[config.mk]
export PLATFORM = sky130hd
export DESIGN_NAME = instr_exec_reader_flat
export DESIGN_NICKNAME = d
export VERILOG_FILES = /design/src/rtl/instr_exec_reader_if.sv /design/src/rtl/instr_exec_reader.sv /design/src/flat_wrapper.sv
export SDC_FILE = /design/constraint.sdc
export NUM_CORES = 2
export LEC_CHECK = 0
export CAP_MARGIN = 20
export CORE_MARGIN = 2
export CORE_UTILIZATION = 60
export CTS_CLUSTER_DIAMETER = 120
export DETAILED_ROUTE_END_ITERATION = 10
export DONT_BUFFER_PORTS = 1
export GPL_ROUTABILITY_DRIVEN = 0
export PLACE_DENSITY = 0.76
export SETUP_SLACK_MARGIN = 0.15
export SLEW_MARGIN = 20
export SYNTH_ARGS = -nofsm -noshare
export SYNTH_HDL_FRONTEND = slang
export SYNTH_SLANG_ARGS = --single-unit
[constraint.sdc]
create_clock -name clk -period 10 [get_ports clk]
set_clock_uncertainty 0.2 [all_clocks]
set_input_delay 2 -clock clk [delete_from_list [all_inputs] [get_ports clk]]
set_output_delay 2 -clock clk [all_outputs]
set_load 0.005 [all_outputs]
[src/rtl/instr_exec_reader_if.sv]
// Instruction-register read port and result stream between instr_exec_reader
// (master) and the instruction register / result checker (slave).
interface instr_exec_reader_if;

  typedef struct packed {
    logic [3:0]  opc;
    logic [31:0] op_a;
    logic [31:0] op_b;
    logic [63:0] rez;
  } instruction_t;

  typedef logic signed [63:0] result_t;

  logic [4:0]   read_pointer;
  instruction_t instruction_word;
  logic         res_valid;
  logic         res_ready;
  logic [4:0]   res_addr;
  logic [3:0]   res_opc;
  result_t      res_value;
  logic         res_err;

  modport master (
    output read_pointer,
    input  instruction_word,
    output res_valid,
    input  res_ready,
    output res_addr,
    output res_opc,
    output res_value,
    output res_err
  );

  modport slave (
    input  read_pointer,
    output instruction_word,
    input  res_valid,
    output res_ready,
    input  res_addr,
    input  res_opc,
    input  res_value,
    input  res_err
  );

endinterface

[src/rtl/instr_exec_reader.sv]
// Walks a range of instruction-register entries, executes each instruction
// (including a serial signed divider) and streams one result record per entry.
module instr_exec_reader #(
  parameter int unsigned NUM_ENTRIES = 32,
  parameter int unsigned DIV_STEPS   = 32
) (
  input  logic                       clk,
  input  logic                       reset_n,
  input  logic                       start,
  input  logic [4:0]                 first_addr,
  input  logic [5:0]                 count,
  instr_exec_reader_if.master        bus,
  output logic                       busy,
  output logic                       done
);

  localparam logic [3:0] OpZero  = 4'd0;
  localparam logic [3:0] OpPassA = 4'd1;
  localparam logic [3:0] OpPassB = 4'd2;
  localparam logic [3:0] OpAdd   = 4'd3;
  localparam logic [3:0] OpSub   = 4'd4;
  localparam logic [3:0] OpMult  = 4'd5;
  localparam logic [3:0] OpDiv   = 4'd6;
  localparam logic [3:0] OpMod   = 4'd7;

  localparam logic [4:0] AddrMask = 5'(NUM_ENTRIES - 1);
  localparam logic [5:0] StepLast = 6'(DIV_STEPS);

  typedef enum logic [2:0] {
    StIdle,
    StFetch,
    StExec,
    StDivide,
    StOutput,
    StFinish
  } state_e;

  state_e      state_q, state_d;
  logic [4:0]  ptr_q, ptr_d;
  logic [5:0]  remain_q, remain_d;
  logic [3:0]  opc_q, opc_d;
  logic [31:0] op_a_q, op_a_d;
  logic [31:0] op_b_q, op_b_d;
  logic [31:0] quot_q, quot_d;
  logic [31:0] rem_q, rem_d;
  logic [31:0] dvsr_q, dvsr_d;
  logic [5:0]  step_q, step_d;
  logic        valid_q, valid_d;
  logic [4:0]  raddr_q, raddr_d;
  logic [3:0]  ropc_q, ropc_d;
  logic [63:0] rval_q, rval_d;
  logic        err_q, err_d;

  logic signed [63:0] sext_a, sext_b, prod;
  logic [31:0]        mag_a, mag_b;
  logic [32:0]        rem_shift, rem_diff;
  logic [63:0]        quot_signed, rem_signed;
  logic [63:0]        unused_rez;

  assign unused_rez = bus.instruction_word.rez;

  assign sext_a = {{32{op_a_q[31]}}, op_a_q};
  assign sext_b = {{32{op_b_q[31]}}, op_b_q};
  assign prod   = sext_a * sext_b;
  assign mag_a  = op_a_q[31] ? (~op_a_q + 32'd1) : op_a_q;
  assign mag_b  = op_b_q[31] ? (~op_b_q + 32'd1) : op_b_q;

  // Restoring step: bring in the next dividend bit, subtract if it fits.
  assign rem_shift = {rem_q, quot_q[31]};
  assign rem_diff  = rem_shift - {1'b0, dvsr_q};

  // Quotient truncates toward zero; remainder follows the dividend's sign.
  assign quot_signed = (op_a_q[31] ^ op_b_q[31]) ? (64'd0 - {32'd0, quot_q}) : {32'd0, quot_q};
  assign rem_signed  = op_a_q[31] ? (64'd0 - {32'd0, rem_q}) : {32'd0, rem_q};

  always_comb begin
    state_d  = state_q;
    ptr_d    = ptr_q;
    remain_d = remain_q;
    opc_d    = opc_q;
    op_a_d   = op_a_q;
    op_b_d   = op_b_q;
    quot_d   = quot_q;
    rem_d    = rem_q;
    dvsr_d   = dvsr_q;
    step_d   = step_q;
    valid_d  = valid_q;
    raddr_d  = raddr_q;
    ropc_d   = ropc_q;
    rval_d   = rval_q;
    err_d    = err_q;

    case (state_q)
      StIdle: begin
        if (start) begin
          remain_d = count;
          if (count == 6'd0) begin
            state_d = StFinish;
          end else begin
            ptr_d   = first_addr;
            state_d = StFetch;
          end
        end
      end

      StFetch: begin
        opc_d   = bus.instruction_word.opc;
        op_a_d  = bus.instruction_word.op_a;
        op_b_d  = bus.instruction_word.op_b;
        state_d = StExec;
      end

      StExec: begin
        raddr_d = ptr_q;
        ropc_d  = opc_q;
        rval_d  = 64'd0;
        err_d   = 1'b0;
        valid_d = 1'b1;
        state_d = StOutput;
        case (opc_q)
          OpZero:  rval_d = 64'd0;
          OpPassA: rval_d = sext_a;
          OpPassB: rval_d = sext_b;
          OpAdd:   rval_d = sext_a + sext_b;
          OpSub:   rval_d = sext_a - sext_b;
          OpMult:  rval_d = prod;
          OpDiv, OpMod: begin
            if (op_b_q == 32'd0) begin
              err_d = 1'b1;
            end else begin
              valid_d = 1'b0;
              quot_d  = mag_a;
              rem_d   = 32'd0;
              dvsr_d  = mag_b;
              step_d  = 6'd0;
              state_d = StDivide;
            end
          end
          default: err_d = 1'b1;
        endcase
      end

      StDivide: begin
        if (step_q != StepLast) begin
          step_d = step_q + 6'd1;
          if (!rem_diff[32]) begin
            rem_d  = rem_diff[31:0];
            quot_d = {quot_q[30:0], 1'b1};
          end else begin
            rem_d  = rem_shift[31:0];
            quot_d = {quot_q[30:0], 1'b0};
          end
        end else begin
          rval_d  = (opc_q == OpDiv) ? quot_signed : rem_signed;
          err_d   = 1'b0;
          valid_d = 1'b1;
          state_d = StOutput;
        end
      end

      StOutput: begin
        if (bus.res_ready) begin
          valid_d  = 1'b0;
          remain_d = remain_q - 6'd1;
          if (remain_q != 6'd1) begin
            ptr_d   = (ptr_q + 5'd1) & AddrMask;
            state_d = StFetch;
          end else begin
            state_d = StFinish;
          end
        end
      end

      StFinish: state_d = StIdle;

      default: state_d = StIdle;
    endcase
  end

  always_ff @(posedge clk or negedge reset_n) begin
    if (!reset_n) begin
      state_q  <= StIdle;
      ptr_q    <= 5'd0;
      remain_q <= 6'd0;
      opc_q    <= 4'd0;
      op_a_q   <= 32'd0;
      op_b_q   <= 32'd0;
      quot_q   <= 32'd0;
      rem_q    <= 32'd0;
      dvsr_q   <= 32'd0;
      step_q   <= 6'd0;
      valid_q  <= 1'b0;
      raddr_q  <= 5'd0;
      ropc_q   <= 4'd0;
      rval_q   <= 64'd0;
      err_q    <= 1'b0;
    end else begin
      state_q  <= state_d;
      ptr_q    <= ptr_d;
      remain_q <= remain_d;
      opc_q    <= opc_d;
      op_a_q   <= op_a_d;
      op_b_q   <= op_b_d;
      quot_q   <= quot_d;
      rem_q    <= rem_d;
      dvsr_q   <= dvsr_d;
      step_q   <= step_d;
      valid_q  <= valid_d;
      raddr_q  <= raddr_d;
      ropc_q   <= ropc_d;
      rval_q   <= rval_d;
      err_q    <= err_d;
    end
  end

  assign bus.read_pointer = ptr_q;
  assign bus.res_valid    = valid_q;
  assign bus.res_addr     = raddr_q;
  assign bus.res_opc      = ropc_q;
  assign bus.res_value    = rval_q;
  assign bus.res_err      = err_q;

  // FINISH still counts as busy so a start coinciding with done is dropped.
  assign busy = (state_q != StIdle);
  assign done = (state_q == StFinish);

endmodule
[src/flat_wrapper.sv]
// flat-port wrapper written by rule: the top's interface ports become plain ports
module instr_exec_reader_flat 
#(
  parameter int unsigned NUM_ENTRIES = 32,
  parameter int unsigned DIV_STEPS   = 32
)
  (clk, reset_n, start, first_addr, count, busy, done, bus_read_pointer, bus_instruction_word, bus_res_valid, bus_res_ready, bus_res_addr, bus_res_opc, bus_res_value, bus_res_err);
  instr_exec_reader_if bus_i ();
  input  logic clk;
  input  logic reset_n;
  input  logic start;
  input  logic [4:0] first_addr;
  input  logic [5:0] count;
  output logic busy;
  output logic done;
  output wire logic [$bits(bus_i.read_pointer)-1:0] bus_read_pointer;
  input wire logic [$bits(bus_i.instruction_word)-1:0] bus_instruction_word;
  output wire logic [$bits(bus_i.res_valid)-1:0] bus_res_valid;
  input wire logic [$bits(bus_i.res_ready)-1:0] bus_res_ready;
  output wire logic [$bits(bus_i.res_addr)-1:0] bus_res_addr;
  output wire logic [$bits(bus_i.res_opc)-1:0] bus_res_opc;
  output wire logic [$bits(bus_i.res_value)-1:0] bus_res_value;
  output wire logic [$bits(bus_i.res_err)-1:0] bus_res_err;
  assign bus_read_pointer = bus_i.read_pointer;
  assign bus_i.instruction_word = bus_instruction_word;
  assign bus_res_valid = bus_i.res_valid;
  assign bus_i.res_ready = bus_res_ready;
  assign bus_res_addr = bus_i.res_addr;
  assign bus_res_opc = bus_i.res_opc;
  assign bus_res_value = bus_i.res_value;
  assign bus_res_err = bus_i.res_err;
  instr_exec_reader #(.NUM_ENTRIES(NUM_ENTRIES), .DIV_STEPS(DIV_STEPS)) u_core (.clk(clk), .reset_n(reset_n), .start(start), .first_addr(first_addr), .count(count), .bus(bus_i), .busy(busy), .done(done));
endmodule
Word level (Yosys, flattened, before mapping)
Index checks and enable logic that the tools add are counted.
Widths: inputs -> output; s select.
- register bits after elaboration: 259
- bits of input ports: 147
- output and inout bits: 82
- add/sub/neg operators: 10
- multiply operators: 1
- eq/ne operators: 22
- multiplexer cells: 46
- bitwise logic cells: 4
- reductions and logical operators: 17
- operators by type and width (cell ; number):
    $pmux 64 s5 ; 1
    $mux 32 ; 9
    $mux 64 ; 4
    $pmux 32 s2 ; 2
    $pmux 64 s2 ; 1
    $sub 1x32->33 const A ; 2
    $add 32x1->32 const B ; 2
    $mul 32x32->64 ; 1
    $not 32->32 ; 2
    $add 32x32->33 ; 1
    $sub 32x32->33 ; 1
    $sub 33x32->33 ; 1
    $logic_not 32->1 ; 1
    $mux 6 ; 5
    $pmux 6 s2 ; 2
    $mux 3 ; 7
    $mux 5 ; 4
    $eq 4x3->1 const B ; 4
    $pmux 3 s5 ; 1
    $reduce_and 3->1 ; 4
    $ne 2x2->1 const B ; 5
    $pmux 5 s2 ; 1
    $eq 4x2->1 const B ; 2
    $add 6x1->6 const B ; 1
    24 further kinds ; 36

Longest topological paths before layout
- word-level depth: 6
- depth in mapped cells: 33

Worst setup path after synthesis
No wires, ideal clock.
- path type: reg-to-reg
- start: register u_core.op_a_q[31]
- end: register u_core.rval_q[62], in the netlist u_core.bus.res_value[62]
- arrival: 8.815 ns
- setup slack: 0.842 ns
- stages on the path, launching flop included: 34
- buffers on the path: 6
- cells stage by stage: dfrtp_1 > clkbuf_1 > clkbuf_1 > clkbuf_1 > buf_1 > buf_1 > nand2_1 > inv_1 > fa_1 > inv_1 > fa_1 > inv_1 > fa_1 > fa_1 > inv_1 > fa_1 > inv_1 > fa_1 > inv_1 > fa_1 > inv_1 > fa_1 > ha_1 > clkbuf_1 > nand2_1 > nor2_1 > o21ai_0 > a21boi_0 > a221oi_1 > nor2b_1 > o31a_1 > o31ai_1 > a2111o_1 > o221ai_1
- word-level cells in the longest chain between the ends: 5
- elaborated cells between the ends (all ways): 10
- those cells by class: 2 x add/sub; 1 x mul; 6 x mux; 1 x bitwise
- ends and longest elaborated chain (what ; RTL line ; text):
    from (decl) ; instr_exec_reader.sv:42 ; logic [31:0] op_a_q, op_a_d;
    from (signal assigned) ; instr_exec_reader.sv:202 ; op_a_q <= op_a_d;
    branches (longest 4 deep; another with $mul 32x32->64) ; -- ;
    $pmux 64 s2 (*) ; instr_exec_reader.sv:93 ; case (state_q)
    to (signal assigned) ; instr_exec_reader.sv:211 ; rval_q <= rval_d;
    to (decl) ; instr_exec_reader.sv:51 ; logic [63:0] rval_q, rval_d;
Mark *: on every way between the ends. The select of a mux whose other input is x is not followed.
A chain may end at the register's enable or synchronous reset.

Worst setup path after layout
- start: register u_core.op_b_q[5]
- end: register u_core.rval_q[30], in the netlist u_core.bus.res_value[30]
- word-level cells in the longest chain between the ends: 3
- elaborated cells between the ends (all ways): 5
- those cells by class: 2 x add/sub; 1 x mul; 2 x mux
- ends and longest elaborated chain (what ; RTL line ; text):
    from (decl) ; instr_exec_reader.sv:43 ; logic [31:0] op_b_q, op_b_d;
    from (signal assigned) ; instr_exec_reader.sv:203 ; op_b_q <= op_b_d;
    $mul 32x32->64 (tied with other cells) ; instr_exec_reader.sv:64 ; assign prod = sext_a * sext_b;
    $pmux 64 s5 (*) ; instr_exec_reader.sv:120 ; case (opc_q)
    $pmux 64 s2 (*) ; instr_exec_reader.sv:93 ;
Mark *: on every way between the ends. The rest lies on a longest branch, timed or not.

==> reports/metrics.yaml <==
yosys:
  yosys-top-cells-count: "inv_1, fa_1, nand2_1, and2_1, clkbuf_1"
  mappedNetlistArea_sq_um: 55800
  avgSynthCellArea_sq_um: 8.79
  synth_most_common_cell: "inv_1"
  yosys.cell_types.count: 79
  ys_ff_latch: 259
  async_reset_ff_share_pct: 100
  syn_nets: 7867
  synth_top_cell_by_area: "fa_1"
  yosysWarnings: 0
  synth_edf_count: 0
  synth_top_area_share_pct: 38.9
  synth_area_leaders: "fa_1, dfrtp_1, inv_1, ha_1, nand2_1"
  synth-seq-area-share_pct: 11.6
  syn_inst: 6345
  synth_flop_cell: "dfrtp_1"
cts:
  cts-root-buf: "clkbuf_16"
  cts_setup_buffers: 0
  cts_tree: "done"
  clk_path_buf_depth: 3
  cts_buffers: 30
  clk_latency_ps: 650
  htreeDepth: 1
  cts_sinks: 259
  cts.reportedPaths.clkPinSlew_ps: 70
sta:
  slew_headroom_pct: 17.5
  fin_ws_ps: 268
  fin_crit_sh_pct: 97.3
  post-route-min-period_ps: 9730
  maxSlewViolCount: 0
  fin_setup_tns_ps: 0
  final-setup-viol-count: 0
  fmaxAchievable_ghz: 0.103
  hold_slack_ps: 290
  hold_viol_final: 0
  rsz0062_at_grt: "no"
  tightestPinTransition_ps: 1240
placement:
  place_ws_ps: 621
  io_buffers: 0
  hpwl_microns: 135000
global_route:
  grt_pass1_wl_microns: 276000
  grt_max_degree: 260
  overflow: 0
  grt_pass1_vias: 48400
  grt.total_usage_pct: 37.8
  antenna_found_initial: 12
drt:
  drt_wl_total_microns: 174000
  drtIter0Drc: 5005
  wl_met2_microns: 76700
  num_vias: 46100
  route.detailed.drc: 0
  met1Wirelength_microns: 62800
  wl_per_cell_microns: 23.5
  drtAntennaViolNets: 0
  wl_met3_microns: 21800
  route.top_layer_used: "met5"
  viasPerCell: 6.24
  dr.pass1.iters: 6
critical_path:
  slowest_stage: "dfrtp_1"
  cp.arrival_ps: 10040
  cpPeakStageDelay_ps: 1030
  critPathMaxFanout: 22
  cp.buffers_inverters: 9
  cp_common_cell: "fa_1"
  cp-start-kind: "flop"
  crit_path_end_kind: "flop"
  cp_top_family: "adder cells"
  path_class: "reg -> reg"
  required_ps: 10310
final_layout:
  fillers: 7711
  fin_nets: 7646
  drive_gt1_share_pct: 4.62
  syn_to_final_growth_pct: 4.07
die:
  start_util_pct: 60.7
  fp.dieH_microns: 309
  die_w_microns: 309
  io_pins: 229
  rows: 111
  coreArea_sq_um: 91900
  die_area_sq_um: 95400
status:
  status: "finished, final reports clean"
run:
  drv_cap: 0
worst_hold_path:
  hold_class: "reg -> reg"
[sequential cells by signal, summed over array words and instances, names as in the netlist, 3 cells and up]
register	cells
u_core.remain_q	6
u_core.bus.res_addr	5
u_core.bus.read_pointer	5
u_core.state_q	3
u_core.quot_q	32
u_core.bus.res_value	64
u_core.rem_q	32
u_core.bus.res_opc	4
u_core.op_b_q	32
u_core.step_q	6
u_core.dvsr_q	32
u_core.op_a_q	32
u_core.opc_q	4
[worst reg2reg max path, delay by kind of cell (launching register included)]
family / cells / cell delay, ps
AOI/OAI and AO/OA: 7 / 2690
adders and majority gates: 9 / 3910
and+or+nand+nor: 3 / 350
DFF: 1 / 1030
buffers and inverters: 9 / 1390
[through the flow]
| stage | utilization [%] | instances | area, sq um |
|---|---|---|---|
| after floorplan | - | 6345 | 55800 |
| after global placement | 62.0 | 7335 | 57000 |
| after detailed placement | 62.0 | 7335 | 57000 |
| after CTS | 63.1 | 7390 | 58000 |
| after global routing | 63.1 | 7391 | 58000 |
| final | 63.1 | 7394 | 58000 |
[placed cells by master (no fill, tap or decap), drive strengths merged, types with 28 or more instances in the layout]
| cell type | netlist | final |
|---|---|---|
| and2 | 454 | 454 |
| nand2 | 766 | 766 |
| dfrtp | 259 | 259 |
| mux2 | 44 | 44 |
| o31ai | 42 | 42 |
| nand3 | 66 | 66 |
| ha | 290 | 290 |
| a21oi | 276 | 276 |
| fa | 1085 | 1085 |
| a21o | 60 | 60 |
| clkbuf | 369 | 40 |
| mux2i | 39 | 39 |
| xnor2 | 128 | 128 |
| buf | 35 | 151 |
| o21bai | 30 | 30 |
| nor3 | 64 | 64 |
| a211oi | 42 | 42 |
| nor4 | 30 | 30 |
| xor2 | 86 | 86 |
| nor2 | 295 | 295 |
| or3 | 34 | 34 |
| and3 | 28 | 28 |
| o21ai | 335 | 335 |
| inv | 1095 | 1099 |
[routing by layer]
| layer | vias up | track usage, % |
|---|---|---|
| met5 | - | 0 |
| met3 | 743 | 11.3 |
| met1 | 23000 | 47.9 |
| met4 | 10 | 22.0 |
| li1 | 19500 | - |
| met2 | 2859 | 57.8 |
[timing repair]
item                                    4_1_cts  5_1_grt
endpoints found under the setup margin        0        1
resized for setup                             0        1
hold buffers                                  0        0
[cells by family after synthesis]
kind of cell	count (synthesis)	synth area share (%)
flops	259	11.6
simple gates	1860	16.0
mux	83	1.59
xor+xnor	214	3.36
fa+ha+maj	1375	45.5
buf+inv	1502	10.1
compound gates	1052	11.8
[final cells by class]
| cell class | count | area [sq um] | area share [%] |
|---|---|---|---|
| repair buffers | 151 | 1170 | 2.02 |
| clock buffers | 40 | 818 | 1.41 |
| multi-input cells | 4584 | 43700 | 75.3 |
| flip-flops and latches | 259 | 6490 | 11.2 |
| inverters | 1098 | 4120 | 7.10 |
| diodes | 4 | 10.0 | 0.0172 |
| well taps | 1243 | 1560 | 2.68 |
| clock inverters | 15 | 163 | 0.280 |
[path summary, 6_finish.rpt]
| kind | from | cells after the start | to | slack (ps) |
|---|---|---|---|---|
| hold / removal | u_core.dvsr_q[21] | 2 | u_core.dvsr_q[21] | 290 |
| setup / recovery | u_core.op_b_q[5] | 28 | u_core.bus.res_value[30] | 270 |
| hold reg to reg | u_core.dvsr_q[21] | 2 | u_core.dvsr_q[21] | 290 |
| max in group asynchronous | reset_n | 0 | u_core.op_b_q[9] | 8240 |
| setup reg to reg | u_core.op_b_q[5] | 28 | u_core.bus.res_value[30] | 270 |
| min in group asynchronous | reset_n | 0 | u_core.op_a_q[21] | 870 |
Power is not shown: default switching activity piles up to over one toggle a cycle in this logic, so the estimate is an artifact.
